## src/rtl/timing_train_decoder.sv

```systemverilog
// Decodes the blackout / scan-beat / digit-pulse train into digit index, beat phase and lock
// status, and flags malformed trains with sticky error bits.
module timing_train_decoder #(
  parameter int unsigned N          = 20,
  parameter int unsigned LOCK_LINES = 2,
  localparam int unsigned W         = (N > 1) ? $clog2(N) : 1
) (
  input  logic         i_dashclk,
  input  logic         i_nreset,
  input  logic         i_bo,
  input  logic         i_hs,
  input  logic [N-1:0] i_ps,
  input  logic         i_err_clr,
  output logic [W-1:0] o_digit,
  output logic         o_digit_valid,
  output logic         o_line_done,
  output logic [1:0]   o_beat,
  output logic         o_locked,
  output logic [3:0]   o_err
);

  typedef enum logic [1:0] {StIdle, StBlank, StRun, StDone} state_e;

  localparam logic [N-1:0] PsOne     = {{(N-1){1'b0}}, 1'b1};
  localparam logic [W:0]   LastIdx   = (W+1)'(N - 1);
  localparam logic [W:0]   ExpOne    = (W+1)'(1);
  localparam logic [3:0]   LockLines = 4'(LOCK_LINES);

  state_e       r_state;
  logic         r_bo_d;
  logic [W:0]   r_expect;
  logic         r_dirty;
  logic [3:0]   r_lock_cnt;
  logic [W-1:0] r_digit;
  logic         r_digit_valid;
  logic         r_line_done;
  logic [1:0]   r_beat;
  logic         r_locked;
  logic [3:0]   r_err;

  logic         w_bor;
  logic         w_any;
  logic         w_multi;
  logic         w_single;
  logic [W-1:0] w_idx;
  logic         w_run;
  logic         w_match;
  logic         w_accept;
  logic         w_adv;
  logic [1:0]   w_beat_inc;
  logic         w_phase_err;
  logic         w_clean_close;
  logic [3:0]   w_lock_inc;
  logic [3:0]   w_err_new;

  always_comb begin
    w_idx = '0;
    for (int unsigned k = 0; k < N; k++) begin
      if (i_ps[k]) w_idx = W'(k);
    end
    w_bor         = i_bo & ~r_bo_d;
    w_any         = |i_ps;
    w_multi       = |(i_ps & (i_ps - PsOne));
    w_single      = w_any & ~w_multi;
    // BLANK with bo already low behaves as RUN so p0 may coincide with the falling edge
    w_run         = ((r_state == StBlank) || (r_state == StRun)) && !i_bo;
    w_match       = w_single && ({1'b0, w_idx} == r_expect);
    w_accept      = w_run && w_match;
    w_adv         = w_bor && ((r_state == StRun) || (r_state == StDone));
    w_beat_inc    = r_beat + 2'd1;
    w_phase_err   = w_adv && (i_hs == w_beat_inc[0]);
    w_clean_close = w_bor && (r_state == StDone) && !r_dirty;
    w_lock_inc    = (r_lock_cnt == 4'hf) ? 4'hf : r_lock_cnt + 4'd1;
    w_err_new[0]  = (i_bo && w_any) || (w_run && w_single && !w_match) ||
                    ((r_state == StDone) && w_any);
    w_err_new[1]  = w_run && w_multi;
    w_err_new[2]  = w_bor && (r_state == StRun);
    w_err_new[3]  = w_phase_err;
  end

  always_ff @(posedge i_dashclk or negedge i_nreset) begin
    if (!i_nreset) begin
      r_state       <= StIdle;
      r_bo_d        <= 1'b0;
      r_expect      <= '0;
      r_dirty       <= 1'b0;
      r_lock_cnt    <= 4'd0;
      r_digit       <= '0;
      r_digit_valid <= 1'b0;
      r_line_done   <= 1'b0;
      r_beat        <= 2'd0;
      r_locked      <= 1'b0;
      r_err         <= 4'd0;
    end else begin
      r_bo_d        <= i_bo;
      r_digit_valid <= w_accept;
      r_line_done   <= w_accept && (r_expect == LastIdx) && !r_dirty;
      if (w_accept) r_digit <= w_idx;
      r_err <= (i_err_clr ? 4'd0 : r_err) | w_err_new;

      if (|w_err_new) begin
        r_lock_cnt <= 4'd0;
        r_locked   <= 1'b0;
      end else if (w_clean_close) begin
        r_lock_cnt <= w_lock_inc;
        r_locked   <= (w_lock_inc >= LockLines);
      end

      if (w_adv) r_beat <= w_phase_err ? {w_beat_inc[1], ~i_hs} : w_beat_inc;

      if (w_bor) begin
        // a pulse sampled with the new blackout belongs to the new line's blanking
        r_state  <= StBlank;
        r_expect <= '0;
        r_dirty  <= w_any;
      end else begin
        case (r_state)
          StIdle: ;
          StBlank, StRun: begin
            if (i_bo) begin
              if (w_any) r_dirty <= 1'b1;
            end else begin
              r_state <= (w_accept && (r_expect == LastIdx)) ? StDone : StRun;
              if (w_accept) r_expect <= r_expect + ExpOne;
              else if (w_any) r_dirty <= 1'b1;
            end
          end
          StDone: if (w_any) r_dirty <= 1'b1;
          default: r_state <= StIdle;
        endcase
      end
    end
  end

  assign o_digit       = r_digit;
  assign o_digit_valid = r_digit_valid;
  assign o_line_done   = r_line_done;
  assign o_beat        = r_beat;
  assign o_locked      = r_locked;
  assign o_err         = r_err;

endmodule

```

## config.mk

```make
export PLATFORM = sky130hd
export DESIGN_NAME = timing_train_decoder
export DESIGN_NICKNAME = d
export VERILOG_FILES = /design/src/rtl/timing_train_decoder.sv
export SDC_FILE = /design/constraint.sdc
export NUM_CORES = 1
export LEC_CHECK = 0
export CORE_AREA = 2 2 64 66
export DETAILED_ROUTE_END_ITERATION = 8
export DIE_AREA = 0 0 66 68
export GPL_TIMING_DRIVEN = 0
export PLACE_DENSITY = 0.77
export SETUP_SLACK_MARGIN = 0.05
export SLEW_MARGIN = 20
export SYNTH_ARGS = -nofsm -noshare
export SYNTH_HDL_FRONTEND = slang
export SYNTH_SLANG_ARGS = --single-unit
export TNS_END_PERCENT = 10
```

## constraint.sdc

```tcl
create_clock -name i_dashclk -period 3.1 [get_ports i_dashclk]
set_clock_uncertainty 0.2 [all_clocks]
set_input_delay 0.775 -clock i_dashclk [delete_from_list [all_inputs] [get_ports i_dashclk]]
set_output_delay 0.775 -clock i_dashclk [all_outputs]
set_load 0.05 [all_outputs]
```

==> results.md, run 1 <==
- Outcome: complete, no violations
- HP Class: reg -> reg
- Initial antenna violation count: 0
- Drt total wl: slightly below 5000 um
- WS Path Type: in -> reg
- Area leader, netlist: dfrtp_1
- Yosys top cell area share: 0.380
- Worst Tran Pin Value: approximately 0.62 ns
- Clock Latency Late Sink: between 0.2 and 0.3 ns
- Global-route wire length before repair: about 7500 um
- RSZ-0062 raised after global routing: true
- Synth Warn #: 0
- Initial core utilization: 0.478
- CP arrival: about 3 ns
- Final Power: approximately 1.2 mW
- DRT antenna net count: 0
- DRT iter0 DRCs: roughly 130
- Maximum root-to-sink buffer count: 2
- Fmax: about 320 MHz
- Cells after synthesis: 209
- Routed len/inst: approximately 15 um
- Layout Utilization: 0.679
- Power Density: approximately 470 nW/um2
- # diodes: 0
- Core Rows: 23
- Placed cell areas: ~2300 um2
- Final period util: 0.995
- Via density per instance: between 5 and 6
- Gr ovfl total: 0
- Vias in the first global route: 1682
- Static Leak: 1.07 nW
- Worst hold margin: approximately 0.27 ns
- EDFF count, synth: 0
- I/O pin cnt: 39
- Die Width: around 66 um
- Final worst path period need: between 3 and 4 ns
- GRT Resource Usage Total: 0.215
- PortBufs: 35
- Fillers: 309
- Register bit total from synthesis: 28
- Clock sinks: 28
- Synthesized area: roughly 1800 um2
- Worst path cell trace: buf_8, nor4_4, buf_4, and4b_1, o21ai_2, a2111oi_2, nand4_1, a2111o_1, buf_6, inv_8, mux2_4
- CTS H-tree depth: 1
- DRT Pass-1 Iters: 4
- Worst Setup End Kind: flop
- Area Overhead vs Synth: 42.1%
- Synth top area cells: dfrtp_1 (38%), nor2_1 (6.1%), ha_1 (3.4%)
- Post-Syn Nets: between 200 and 250
- CP Max Fanout: 7
- Reg clk slew, reported paths: approximately 0.10 ns
- CTS Root Cell: clkbuf_8
- Post-route DRC: 0
- Placeable Area: 3860 um2
- Rel. slew slack: 0.586
- Worst stage delay on the critical path: approximately 0.34 ns
- Post-synth ARST share: 1.00
- DIE AREA: roughly 4500 um2
- CP startpoint kind: primary input
- Crit path required time: between 3 and 4 ns
- DR vias: about 1900
- Sequential area share after synthesis: 0.380
- Total of max-cap violations: 0
- Die Ht: approximately 68 um
- Layout cell share with drive strength beyond 1: 0.277
- Synth cell types: 61
- Average size of a mapped cell: a little under 9 um2
- Hold buffer count at CTS: 0
- CTS buffer count: 3
- GPL Wtd Cong: approximately 0.85
- Final Hold Viols: 0
- Main flop type after synthesis: dfrtp_1
- Largest net degree at the start of global routing: 29
- Critical path's slowest cell: a2111oi_2
- Final Setup Violations: 0
- Post-DP HPWL: around 3200 um
- Max-slew violations: 0
- Nets: between 300 and 400
- Peak VDD IR: roughly 270 uV
- CTS tree: done
- Cell area after layout: roughly 2600 um2
## layout make-up
class	instances	area (um2)	share of cell area
flip-flops and latches	28	701	0.268
plain buffers	5	35.0	0.0134
multi-input cells	164	1200	0.457
repair buffers	58	500	0.191
clock buffers	3	41.3	0.0158
clock inverters	1	30.0	0.0115
inverters	12	52.6	0.0201
well taps	50	62.6	0.0239
## report_power, final
group / internal [mW] / switching, mW
clock: 0.173 / 0.116
combinational: 0.187 / 0.294
sequential: 0.412 / 0.0377
total: 0.773 / 0.448
## sequential cells by signal (all words and copies together) (netlist names)
name           flops
r_bo_d             1
o_line_done        1
r_expect           6
o_err              4
r_state            2
o_digit_valid      1
r_lock_cnt         4
r_dirty            1
o_beat             2
o_locked           1
o_digit            5
## through the flow
step	instances	worst slack, ns	setup TNS [ns]
2_1_floorplan	209	-0.0493	-0.113
3_3_place_gp	294	-0.922	-14.26
3_5_place_dp	294	-0.931	-14.33
4_1_cts	318	0.0233	0
5_1_grt	321	-0.0905	-0.635
6_report	321	0.0146	0
## cells by family after synthesis
kind of cell,synth area share
AO/OA/AOI/OAI,0.266
XOR/XNOR,0.0143
adder cells (fa/ha/maj),0.0394
buffers and inverters,0.0407
flip-flops,0.380
multiplexers,0.0122
AND/OR/NAND/NOR,0.247
## Yosys cell counts (all sizes together), types with 3 or more instances
cell,count
a21oi,12
or2,3
a211oi,4
a22o,3
nor2b,3
o21ai,13
nand3,7
nand2,12
nand3b,4
buf,3
nor3,4
o21a,5
o31ai,5
o21bai,3
inv,12
ha,5
nor4,7
nand4,3
or3,3
nor2,30
dfrtp,28
## worst max-delay path: cells and delay by family
family,cells,cell delay (ns)
and+or+nand+nor,3,0.73
AOI/OAI and AO/OA,3,0.76
buffers and inverters,4,0.49
muxes,1,0.30
## final timing paths
check | from | to | slack, ns | cells past startpoint
worst max-delay path | i_ps[7] | o_digit[4] | 0.01 | 11
worst min-delay path | o_beat[1] | o_beat[1] | 0.27 | 1
worst max register to register | r_expect[1] | o_digit[4] | 0.63 | 8
worst min register to register | o_beat[1] | o_beat[1] | 0.27 | 1
max in group asynchronous | i_nreset | o_digit[3] | 1.99 | 1
min in group asynchronous | i_nreset | o_beat[0] | 0.29 | 1
## cell usage in the layout (no fill, tap or decap), types with 3 or more instances in the layout
cell / n
nor2_1: 30
dfrtp_1: 28
buf_4: 23
clkdlybuf4s50_1: 17
inv_1: 11
a21oi_1: 10
nand2_1: 10
o21ai_0: 9
buf_2: 7
buf_6: 7
nand3_1: 6
o21a_1: 5
ha_1: 5
nor3_1: 4
nor4_4: 4
nand3b_1: 4
o31ai_1: 4
nor4_1: 3
o21bai_1: 3
o21ai_1: 3
nand4_1: 3
nor2b_1: 3
a22o_1: 3
a211oi_2: 3
clkbuf_8: 3
## what timing repair did
action	CTS	global route
setup endpoints to repair	20	20
pin swaps	10	14
setup buffers	20	4
gates resized for setup	76	37
## layer usage
metal | track usage | wire length [um]
met1 | 0.291 | 2240
met2 | 0.365 | 2340
met3 | 0.0280 | 183
met4 | 0.0612 | 54
met5 | 0 | 0
Power figures use the tool's default switching activity.
==> inputs of run 2 (changes only) <==
Settings changed: CORE_AREA 2 2 64 66 to 2 2 71 73, DIE_AREA 0 0 66 68 to 0 0 73 75, PLACE_DENSITY 0.77 to not set.
==> run 2 against run 1 <==
  * Combinational power shrank 1%
  * Global-route usage is 2.5 points lower
  * Sequential power hardly changed
  * Worst hold slack improved by 0.0049 ns
  * Final cell count is 1.2% lower
  * Sequential share of layout area rose by 0.98 points
  * Worst setup slack gained 0.042 ns
  * Utilization fell by 14 points
  * Critical endpoint unchanged
==> results.md, run 2 (synthesis gave the netlist of run 1 again) <==
- Outcome: complete, no violations
- Most common cell after layout, fill and taps aside: nor2_1
- Rel. slew slack: 0.581 (-0.00551)
- Vias in the first global route: 1730 (+2.9%)
- Total of max-cap violations: 0 (unchanged)
- PortBufs: 35 (unchanged)
- DR vias: 1811 (-2.9%)
- M1 GR Usage: 0.275 (-0.0169)
- Max-slew violations: 0 (unchanged)
- RSZ-0062 raised after global routing: true
- CP startpoint kind: primary input
- Final Setup Violations: 0 (unchanged)
- GRT busiest layer: met2
- DRT iter0 DRCs: 111 (-14%)
- Area Overhead vs Synth: 37.1%
- Met2 usage: 0.302 (-0.0626)
- Final worst path period need: 3.04 ns (-0.0423 ns)
- Maximum root-to-sink buffer count: 2 (unchanged)
- Placed cell areas: 2280 um2 (+0.22%)
- CTS H-tree depth: 1 (unchanged)
- DRT Pass-1 Iters: 4 (unchanged)
- DRT antenna net count: 0 (unchanged)
- Crit. Startpoint: i_ps[18]
- Via density per instance: 5.71 (-1.7%)
- Initial core utilization: 0.395 (-0.0825)
- Placeable Area: 4660 um2 (+21%)
- HP Class: reg -> reg
- Clock sinks: 28 (unchanged)
- Static Leak: 1.01 nW (-5.1%)
- Clock Latency Late Sink: 0.27 ns (-0.02 ns)
- Placement Setup Slack: -0.877 ns (+0.0545 ns)
- Worst setup margin: 0.0569 ns (+0.0423 ns)
- Crit path required time: 3.06 ns (about the same)
- Final Hold Viols: 0 (unchanged)
- Layout cell share with drive strength beyond 1: 0.228 (-0.0486)
- I/O pin cnt: 39 (unchanged)
- Gr ovfl total: 0 (unchanged)
- WS Path Type: in -> reg
- Post-route DRC: 0 (unchanged)
- Power Density: 455 nW/um2 (-2.5%)
- Core Rows: 25 (+8.7%)
- DIE AREA: 5480 um2 (+22%)
- Nets: 294 (-2.6%)
- CTS buffer count: 3 (unchanged)
- Worst Tran Pin Value: 0.629 ns (+0.00827 ns)
- Die Ht: 75 um (+10%)
- CTS tree: done
- Post-DP HPWL: 3260 um (+2.5%)
- GRT Resource Usage Total: 0.190 (-0.0254)
- Die Width: 73 um (+11%)
- GPL Wtd Cong: 0.838 (-1.1%)
- CP arrival: 3.01 ns (-0.04 ns)
- Layout Utilization: 0.542 (-0.137)
- Reg with most FFs: r_expect
- Hold Crit Start: o_beat[1]
- Hold buffer count at CTS: 0 (unchanged)
- Fmax: 329 MHz (+1.4%)
- Reg clk slew, reported paths: 0.09 ns (about the same)
- Worst Setup End Kind: flop
- Cell area after layout: 2530 um2 (-3.5%)
- Met3 Resource Use GR: 0.0321 (+0.00417)
- Number of flip-flops in the largest register: 6 (unchanged)
- Initial antenna violation count: 0 (unchanged)
- Global-route wire length before repair: 8160 um (+9.0%)
- CTS Root Cell: clkbuf_8
- Drt total wl: 4870 um (+1.0%)
- Routed len/inst: 15.4 um (+2.3%)
- # diodes: 0 (unchanged)
- Final period util: 0.982 (-0.0136)
- Fillers: 439 (+42%)
- Largest net degree at the start of global routing: 29 (unchanged)
- Most frequent cells in the layout: nor2_1 (29), dfrtp_1 (28), clkdlybuf4s50_1 (17), buf_4 (13)
- Reg2reg start: r_state[0]
- Peak VDD IR: 332 uV (+24%)
- CP Max Fanout: 8 (+1)
## run 2: cell count changes in the layout (fill, tap and decap cells not counted), moves of 2 or more
| cell | before | now |
|---|---|---|
| buf_4 | 23 | 13 |
| buf_2 | 7 | 11 |
| a211oi_1 | 1 | 3 |
| a211oi_2 | 3 | 1 |
| a21oi_1 | 10 | 12 |
| a21oi_2 | 2 | 0 |
| clkbuf_2 | 2 | 0 |
| nand2_1 | 10 | 12 |
| nand2_2 | 2 | 0 |
## run 2: per-stage QoR
stage	hold WS, ns	std cells	power, mW	setup TNS [ns]
after floorplan	0.225	209	0.734	-0.113
after global placement	0.260	298	0.890	-14.62
after detailed placement	0.269	298	0.891	-14.10
after CTS	0.283	317	1.15	0
after global routing	0.303	317	1.22	-0.360
final	0.279	317	1.15	0
## run 2: area by class of cell
| class | instances | area [um2] | area share |
|---|---|---|---|
| flip-flops and latches | 28 | 701 | 0.277 |
| well taps | 54 | 67.6 | 0.0267 |
| clock buffers | 4 | 55.1 | 0.0218 |
| plain buffers | 5 | 35.0 | 0.0139 |
| inverters | 12 | 52.6 | 0.0208 |
| repair buffers | 50 | 438 | 0.173 |
| multi-input cells | 164 | 1180 | 0.466 |
## run 2: power by group
part	internal (mW)	leakage [nW]	switching [mW]
sequential	0.412	0.370	0.0372
combinational	0.181	0.613	0.294
clock	0.114	0.0288	0.110
total	0.707	1.01	0.441
## run 2: routing by layer
layer  routed length (um)  vias to the layer above
met5                    0                        -
met2                 2220                       52
li1                     -                      902
met3                  218                        4
met4                   44                        0
met1                 2380                      853
## run 2: critical path: stages
cell           delay, ns
dlygate4sd2_1       0.28
or4_1               0.50
buf_6               0.16
nor2_1              0.07
o21ai_0             0.08
a21oi_1             0.17
nand3_1             0.14
a2111o_1            0.32
buf_6               0.15
inv_8               0.07
mux2_4              0.29
## run 2: what timing repair did
item | 4_1_cts | 5_1_grt
setup endpoints to repair | 20 | 18
pin swaps | 10 | 13
resized for setup | 83 | 18
buffers inserted | 15 | 0
## run 2: worst paths after layout
path                         endpoint  slack (ns)  cells after the start
max in group asynchronous  o_digit[0]        1.98                      1
min reg2reg                 o_beat[1]        0.28                      1
min                         o_beat[1]        0.28                      1
max reg2reg                o_digit[4]        0.73                      8
max                        o_digit[4]        0.06                     11
min in group asynchronous   o_beat[1]        0.31                      1
